## config.mk

```make
export PLATFORM = sky130hd
export DESIGN_NAME = fir_mac_engine
export DESIGN_NICKNAME = d
export VERILOG_FILES = /design/src/rtl/fir_mac_engine.sv
export SDC_FILE = /design/constraint.sdc
export NUM_CORES = 2
export LEC_CHECK = 0
export BUFFER_PORTS_ARGS = -buffer_cell sky130_fd_sc_hd__buf_2
export CAP_MARGIN = 20
export CORE_UTILIZATION = 64
export DETAILED_ROUTE_END_ITERATION = 8
export GPL_TIMING_DRIVEN = 0
export PLACE_DENSITY = 0.95
export SYNTH_ARGS = -nofsm -noshare
export SYNTH_HDL_FRONTEND = slang
export SYNTH_SLANG_ARGS = --single-unit
export TNS_END_PERCENT = 10
```

## constraint.sdc

```tcl
create_clock -name clk -period 17.6 [get_ports clk]
set_input_delay 2.64 -clock clk [delete_from_list [all_inputs] [get_ports clk]]
set_output_delay 2.64 -clock clk [all_outputs]
set_load 0.01 [all_outputs]
```

## src/rtl/fir_mac_engine.sv

```systemverilog
// Sequential NUM-tap FIR multiply-accumulate engine: one time-shared multiplier, one tap per clock.
// Optional output clamping to the signed BITS range is compiled in with `define FIR_SAT_EN.
module fir_mac_engine #(
    parameter int BITS     = 32,
    parameter int NUM      = 7,
    parameter int ACC_BITS = 67
) (
    input  logic                clk,
    input  logic                reset_n,
    input  logic [BITS-1:0]     coeff [NUM],
    input  logic                clear,
    input  logic                in_valid,
    output logic                in_ready,
    input  logic [BITS-1:0]     in_data,
    output logic                out_valid,
    input  logic                out_ready,
    output logic [ACC_BITS-1:0] out_data,
    output logic                busy,
    output logic [1:0]          state_dbg
);

    // Handshakes: a transfer happens on a rising edge where valid && ready are both high;
    // out_valid/out_data are held stable until taken, and in_ready never depends on in_valid.

    localparam int TAP_BITS = (NUM > 1) ? $clog2(NUM) : 1;
    localparam logic [TAP_BITS-1:0] LAST_TAP = TAP_BITS'(NUM - 1);

    localparam logic [1:0] S_IDLE = 2'd0;
    localparam logic [1:0] S_MAC  = 2'd1;
    localparam logic [1:0] S_OUT  = 2'd2;

    logic [1:0]          state;
    logic [BITS-1:0]     x_q      [NUM];
    logic [BITS-1:0]     shadow_q [NUM];
    logic [ACC_BITS-1:0] acc_q;
    logic [TAP_BITS-1:0] tap_q;
    logic [2*BITS-1:0]   prod;
    logic [ACC_BITS-1:0] acc_next;
    logic [ACC_BITS-1:0] result;

    assign in_ready  = reset_n && !clear && (state == S_IDLE);
    assign busy      = (state == S_MAC) || (state == S_OUT);
    assign state_dbg = state;

    // Operands are sign-extended to 2*BITS so the low half of the product is the signed product.
    always_comb begin
        prod = {{BITS{x_q[tap_q][BITS-1]}}, x_q[tap_q]} *
               {{BITS{shadow_q[tap_q][BITS-1]}}, shadow_q[tap_q]};
        acc_next = acc_q + {{(ACC_BITS-2*BITS){prod[2*BITS-1]}}, prod};
    end

`ifdef FIR_SAT_EN
    logic acc_neg;
    logic acc_fits;

    // The value fits when every bit from BITS-1 upward equals the sign bit.
    always_comb begin
        acc_neg  = acc_next[ACC_BITS-1];
        acc_fits = (&acc_next[ACC_BITS-1:BITS-1]) || !(|acc_next[ACC_BITS-1:BITS-1]);
        if (acc_fits) begin
            result = acc_next;
        end else begin
            result = {{(ACC_BITS-BITS+1){acc_neg}}, {(BITS-1){!acc_neg}}};
        end
    end
`else
    assign result = acc_next;
`endif

    always_ff @(posedge clk) begin
        if (!reset_n) begin
            state     <= S_IDLE;
            acc_q     <= '0;
            tap_q     <= '0;
            out_valid <= 1'b0;
            out_data  <= '0;
            for (int k = 0; k < NUM; k++) begin
                x_q[k]      <= '0;
                shadow_q[k] <= '0;
            end
        end else if (clear) begin
            state     <= S_IDLE;
            acc_q     <= '0;
            tap_q     <= '0;
            out_valid <= 1'b0;
            for (int k = 0; k < NUM; k++) begin
                x_q[k] <= '0;
            end
        end else begin
            case (state)
                S_IDLE: begin
                    if (in_valid) begin
                        x_q[0] <= in_data;
                        for (int k = 1; k < NUM; k++) begin
                            x_q[k] <= x_q[k-1];
                        end
                        for (int k = 0; k < NUM; k++) begin
                            shadow_q[k] <= coeff[k];
                        end
                        acc_q <= '0;
                        tap_q <= '0;
                        state <= S_MAC;
                    end
                end
                S_MAC: begin
                    acc_q <= acc_next;
                    if (tap_q == LAST_TAP) begin
                        tap_q     <= '0;
                        out_data  <= result;
                        out_valid <= 1'b1;
                        state     <= S_OUT;
                    end else begin
                        tap_q <= tap_q + 1'b1;
                    end
                end
                S_OUT: begin
                    if (out_ready) begin
                        out_valid <= 1'b0;
                        state     <= S_IDLE;
                    end
                end
                default: begin
                    state     <= S_IDLE;
                    out_valid <= 1'b0;
                end
            endcase
        end
    end

endmodule
```

Yosys cells after proc, flatten, opt, wreduce, memory -nomap -nowiden. Memory sizes are Yosys's and may differ from the RTL's. A register that Yosys moved wholly into a read port is not among the register bits. Cells that the tools add are included.

Word-level logic and storage cells: 97. Memory bits (writable): 448. Memories kept: 2. Output and inout bits: 72. Bits in registers: 140.

$mul: 1. Eq/ne operators: 6. Multiplexer cells: 46. Reduce and logical (&&, ||, !) cells: 11. $add $sub $neg: 2. Bitwise logic cells: 24.

Memory list: shadow_q (depth 7, width 32, read ports 1, clocked after memory_dff 1, write ports 7, line 34) `logic [BITS-1:0] shadow_q [NUM];`; x_q (depth 7, width 32, read ports 7, clocked after memory_dff 1, write ports 7, line 33) `logic [BITS-1:0] x_q [NUM];`.

Operators with widths (number): two-way mux 32 bit (21); case mux 67 bit (2 select lines) (1); adder 67 bit (1); two-way mux 67 bit (1); multiplier 32 x 32 -> 64 bit (1); OR 1 bit (21); two-way mux 3 bit (6); two-way mux 1 bit (11); AND reduction 3 bit (3); two-way mux 2 bit (3); case mux 2 bit (3 select lines) (1); case mux 3 bit (2 select lines) (1); != test 2 bit, second input constant (2); adder 3 x 1 -> 3 bit, second input constant (1); equality test 3 bit, second input constant (1); inverter 1 bit (3); case mux 1 bit (3 select lines) (1); equality test 2 x 1 -> 1 bit, second input constant (1); equality test 2 bit, second input constant (1); logical AND 1 bit (2); zero test 2 bit (1); != test 2 x 1 -> 1 bit, second input constant (1); AND reduction 2 bit (1); nonzero test 2 bit (1); 3 further kinds (3).

Longest topological paths before layout.
Depth in word-level cells: 6. Mapped depth: 50.

Least setup slack after synthesis. Ideal clock, no wire load.

Kind: input to register. Start point: input port in_valid. End point: memory shadow_q[0][0], enable pin. Library setup time: 0.814 ns. Data required time: 16.786 ns. Stages on the path: 5. Slack: 4.232 ns. Arrival: 12.554 ns. Cells stage by stage: nand2_1 > and2_1 > clkbuf_1 > clkbuf_1 > nor2_1.

RTL lines: from (decl) (line 12) `input logic in_valid,`; to (decl) (line 34).

==> metrics.md <==
| Metric | Value |
|---|---|
| Status | `completed` |
| Number of flops mapped to enable cells by yosys | `416` |
| Die X | `317 microns` |
| Asr flop ratio synth | `0` |
| CTS root buf | `clkbuf_16` |
| GRT Total Usage | `0.493` |
| Largest net degree at the start of global routing | `69` |
| Fin util | `0.707` |
| Final WL | `244 mm` |
| Maximum VDD drop | `335 uV` |
| R2R Setup Slk | `1190 ps` |
| First-pass GRT wire length | `351 mm` |
| Post-layout net count | `8469` |
| R2R depth | `43` |
| Ports | `333` |
| H-tree levels | `2` |
| TritonCTS Buffers | `59` |
| Yosys Warn Count | `0` |
| Sw Share | `0.567` |
| Synthesized area per cell | `9.88 sq um` |
| CP Depth | `43` |
| Final Hold Viols | `0` |
| Share of power burned in registers | `0.109` |
| WP data arrival | `17010 ps` |
| Synthesized area | `0.0637 sq mm` |
| Die Ht | `317 microns` |
| Final ANT Viol Nets | `0` |
| Max Fclk | `0.0609 GHz` |
| Setup Crit Path Kind | `flop to flop` |
| Core area | `0.0984 sq mm` |
| Share of cells above drive strength 1 | `0.0815` |
| Netlist cell types | `77` |
| Drt pass-1 iters | `7` |
| Critical Path End | `out_data[64]` |
| Worst setup SP type | `flop` |
| Crit end category | `flop` |
| Max Buffers Root-to-Sink | `3` |
| Fin Setup TNS | `0 ps` |
| Initial Utilization | `0.647` |
| Port Buffers | `332` |
| Overflow after GRT | `0` |
| Fin Clk Skew | `56.4 ps` |
| Clk sinks | `591` |
| P&R area growth vs syn | `9.33%` |
| Gate power share | `0.798` |
| Relative slew slack | `0.138` |
| Power share of the clock group | `0.093` |
| Reg clk slew, reported paths | `70 ps` |
| Fillers | `7080` |
| Worst Hold Class | `flop to flop` |
| Mapped Nets | `8046` |
| Synthesized flop and latch total | `591` |
| Gate Count Post-Synth | `6446` |
| MaxCap Viol Count | `0` |
| Initial antenna violation count | `20` |
| RR Endpoint | `out_data[64]` |
| Drt wl/cell | `29.7 microns` |
| TritonCTS clock tree | `yes` |
| Post-CTS sizing | `0` |
| Fin. max-slew vios | `0` |
| Clk Latency, worst-skew pair | `700 ps` |
| RSZ-0062 raised after global routing | `false` |
| Register area share after synthesis | `0.251` |
| Worst Path Buf+Inv | `11` |
| Slew @ Worst Pin | `1260 ps` |
| DRC errors left | `0` |
| DRT iter0 DRCs | `7520` |
| Gpl congestion | `1.13` |
| CP max FO | `10` |
| Power Density | `215 mW/mm^2` |
| Min Tclk post-route | `16410 ps` |
| Dpl hpwl | `189 mm` |
| Vias | `53.4k` |
| Synth Flop Type | `edfxtp_1` |
| # setup viols final | `0` |
| Final period utilization | `0.932` |
| Crit-path most repeated cell | `fa_1` |
| Via/cell ratio | `6.50` |
| NetSw | `8.47 mW` |
| Pleak | `31.6 nW` |
| Slowest stage cell, crit path | `buf_1` |
| Vias in the first global route | `54.7k` |
| Row count | `115` |
| Delay-heaviest family, CP | `adder cells` |
| Critical Path RT | `18200 ps` |
| CP max stage delay | `910 ps` |
| Die footprint | `0.101 sq mm` |
| CTS Hold Bufs | `0` |
| Post-CTS Setup Repair Bufs | `0` |
| Internal power | `6.46 mW` |
Yosys cell counts (4+ instances only):
| master | count | area, sq um |
|---|---|---|
| edfxtp_1 | 416 | 12500 |
| a41oi_1 | 4 | 35.0 |
| or3_1 | 6 | 37.5 |
| xnor2_1 | 97 | 850 |
| fa_1 | 1083 | 21700 |
| nand4_1 | 26 | 163 |
| ha_1 | 256 | 3200 |
| a2111oi_0 | 5 | 43.8 |
| a22o_1 | 10 | 87.6 |
| and3_1 | 23 | 144 |
| clkbuf_1 | 322 | 1210 |
| and2_1 | 477 | 2980 |
| a31o_2 | 5 | 43.8 |
| nand2b_1 | 36 | 225 |
| a211oi_1 | 11 | 82.6 |
| a22oi_1 | 76 | 571 |
| inv_1 | 948 | 3560 |
| a221oi_1 | 5 | 43.8 |
| a21oi_1 | 169 | 846 |
| or2_2 | 6 | 37.5 |
| xor2_1 | 40 | 350 |
| o21bai_1 | 20 | 150 |
| mux4_2 | 64 | 1440 |
| o21ai_1 | 5 | 25.0 |
| a311o_1 | 4 | 40.0 |
| o21ai_0 | 149 | 746 |
| mux2i_1 | 73 | 731 |
| nor3_1 | 11 | 55.1 |
| nor3b_1 | 9 | 67.6 |
| buf_1 | 33 | 124 |
| o21a_1 | 21 | 158 |
| o211ai_1 | 8 | 60.1 |
| nor2b_1 | 19 | 119 |
| dfxtp_1 | 175 | 3500 |
| a31oi_1 | 23 | 144 |
| nand3_1 | 36 | 180 |
| nand2_1 | 919 | 3450 |
| and4_1 | 6 | 52.6 |
| buf_2 | 17 | 85.1 |
| nor2_1 | 662 | 2480 |
| a21o_1 | 69 | 518 |
| a21boi_0 | 54 | 405 |
logic make-up (layout without fill, tap and decap cells):
group,after synthesis,after routing,synth area share
AO/OA/AOI/OAI,673,673,0.0682
XOR/XNOR,137,137,0.0188
adder cells (fa/ha/maj),1339,1339,0.391
buffers and inverters,1324,1797,0.0785
flip-flops,591,591,0.251
multiplexers,137,137,0.0341
other,0,12,0
AND/OR/NAND/NOR,2245,2245,0.158
sequential cells by signal, summed over array words and instances (netlist names), named ones only:
register   flops
out_data      67
out_valid      1
state_dbg      2
shadow_q     224
acc_q         67
x_q          224
tap_q          3
metrics by stage:
stage / std cells / hold WS [ps] / power (mW) / setup WS (ps) / instance area [sq um]
6_report: 8218 / 457 / 14.9 / 1190 / 69600
5_1_grt: 8210 / 488 / 15.9 / 1010 / 69600
3_3_place_gp: 8065 / 434 / 12.9 / 816 / 66900
3_5_place_dp: 8083 / 453 / 13.1 / 2380 / 67300
4_1_cts: 8194 / 462 / 14.6 / 2160 / 69400
2_1_floorplan: 6446 / 422 / 9.81 / 4230 / 63700
tightest hold or removal path: cells and delay by family, from the launching register on:
family,cells,cell delay (ps)
and+or+nand+nor,1,40
AOI/OAI and AO/OA,1,60
DFF,1,310
cell type report:
type | count | area (sq um) | share of cell area
buffer | 373 | 1430 | 0.0205
clock buffer | 73 | 1590 | 0.0228
inverter | 951 | 3570 | 0.0513
sequential | 591 | 16000 | 0.230
tap | 1287 | 1610 | 0.0231
clock inverter | 38 | 473 | 0.00680
timing repair buffer | 362 | 2210 | 0.0317
antenna | 12 | 30.0 | 0.000431
multi-input combinational | 4531 | 42700 | 0.614
cells in the final DEF, fill, tap and decap left out, drive strengths merged, types with 64 or more instances in the layout:
master     n
inv      953
a21oi    171
nor2     662
edfxtp   416
a21o      69
nand2    919
mux2i     73
ha       256
clkbuf   395
buf      413
xnor2     97
o21ai    154
a22oi     76
and2     478
fa      1083
mux4      64
dfxtp    175
routing by layer:
| metal | track usage | wire length (microns) |
|---|---|---|
| met1 | 0.570 | 76300 |
| met2 | 0.732 | 106000 |
| met3 | 0.178 | 34500 |
| met4 | 0.416 | 26700 |
| met5 | 0.0104 | 283 |
how the worst min path moves through the flow:
stage                            start  slack [ps]            to  cells after the start
after global placement       acc_q[64]         430     acc_q[64]                      2
after detailed placement  out_data[61]         450  out_data[61]                      2
after global routing      out_data[61]         490  out_data[61]                      2
after floorplan              acc_q[64]         420     acc_q[64]                      2
final                     out_data[61]         460  out_data[61]                      2
after CTS                 out_data[32]         460  out_data[32]                      2
power groups by stage:
stage | Clock (mW) | Sequential, mW | Combinational, mW
floorplan | 0 | 1.64 | 8.17
global placement | 0 | 1.65 | 11.2
detailed placement | 0 | 1.64 | 11.5
CTS | 1.37 | 1.62 | 11.6
global route | 1.42 | 1.63 | 12.8
finish | 1.39 | 1.62 | 11.9
No activity file was read; power rests on OpenSTA's default activity.
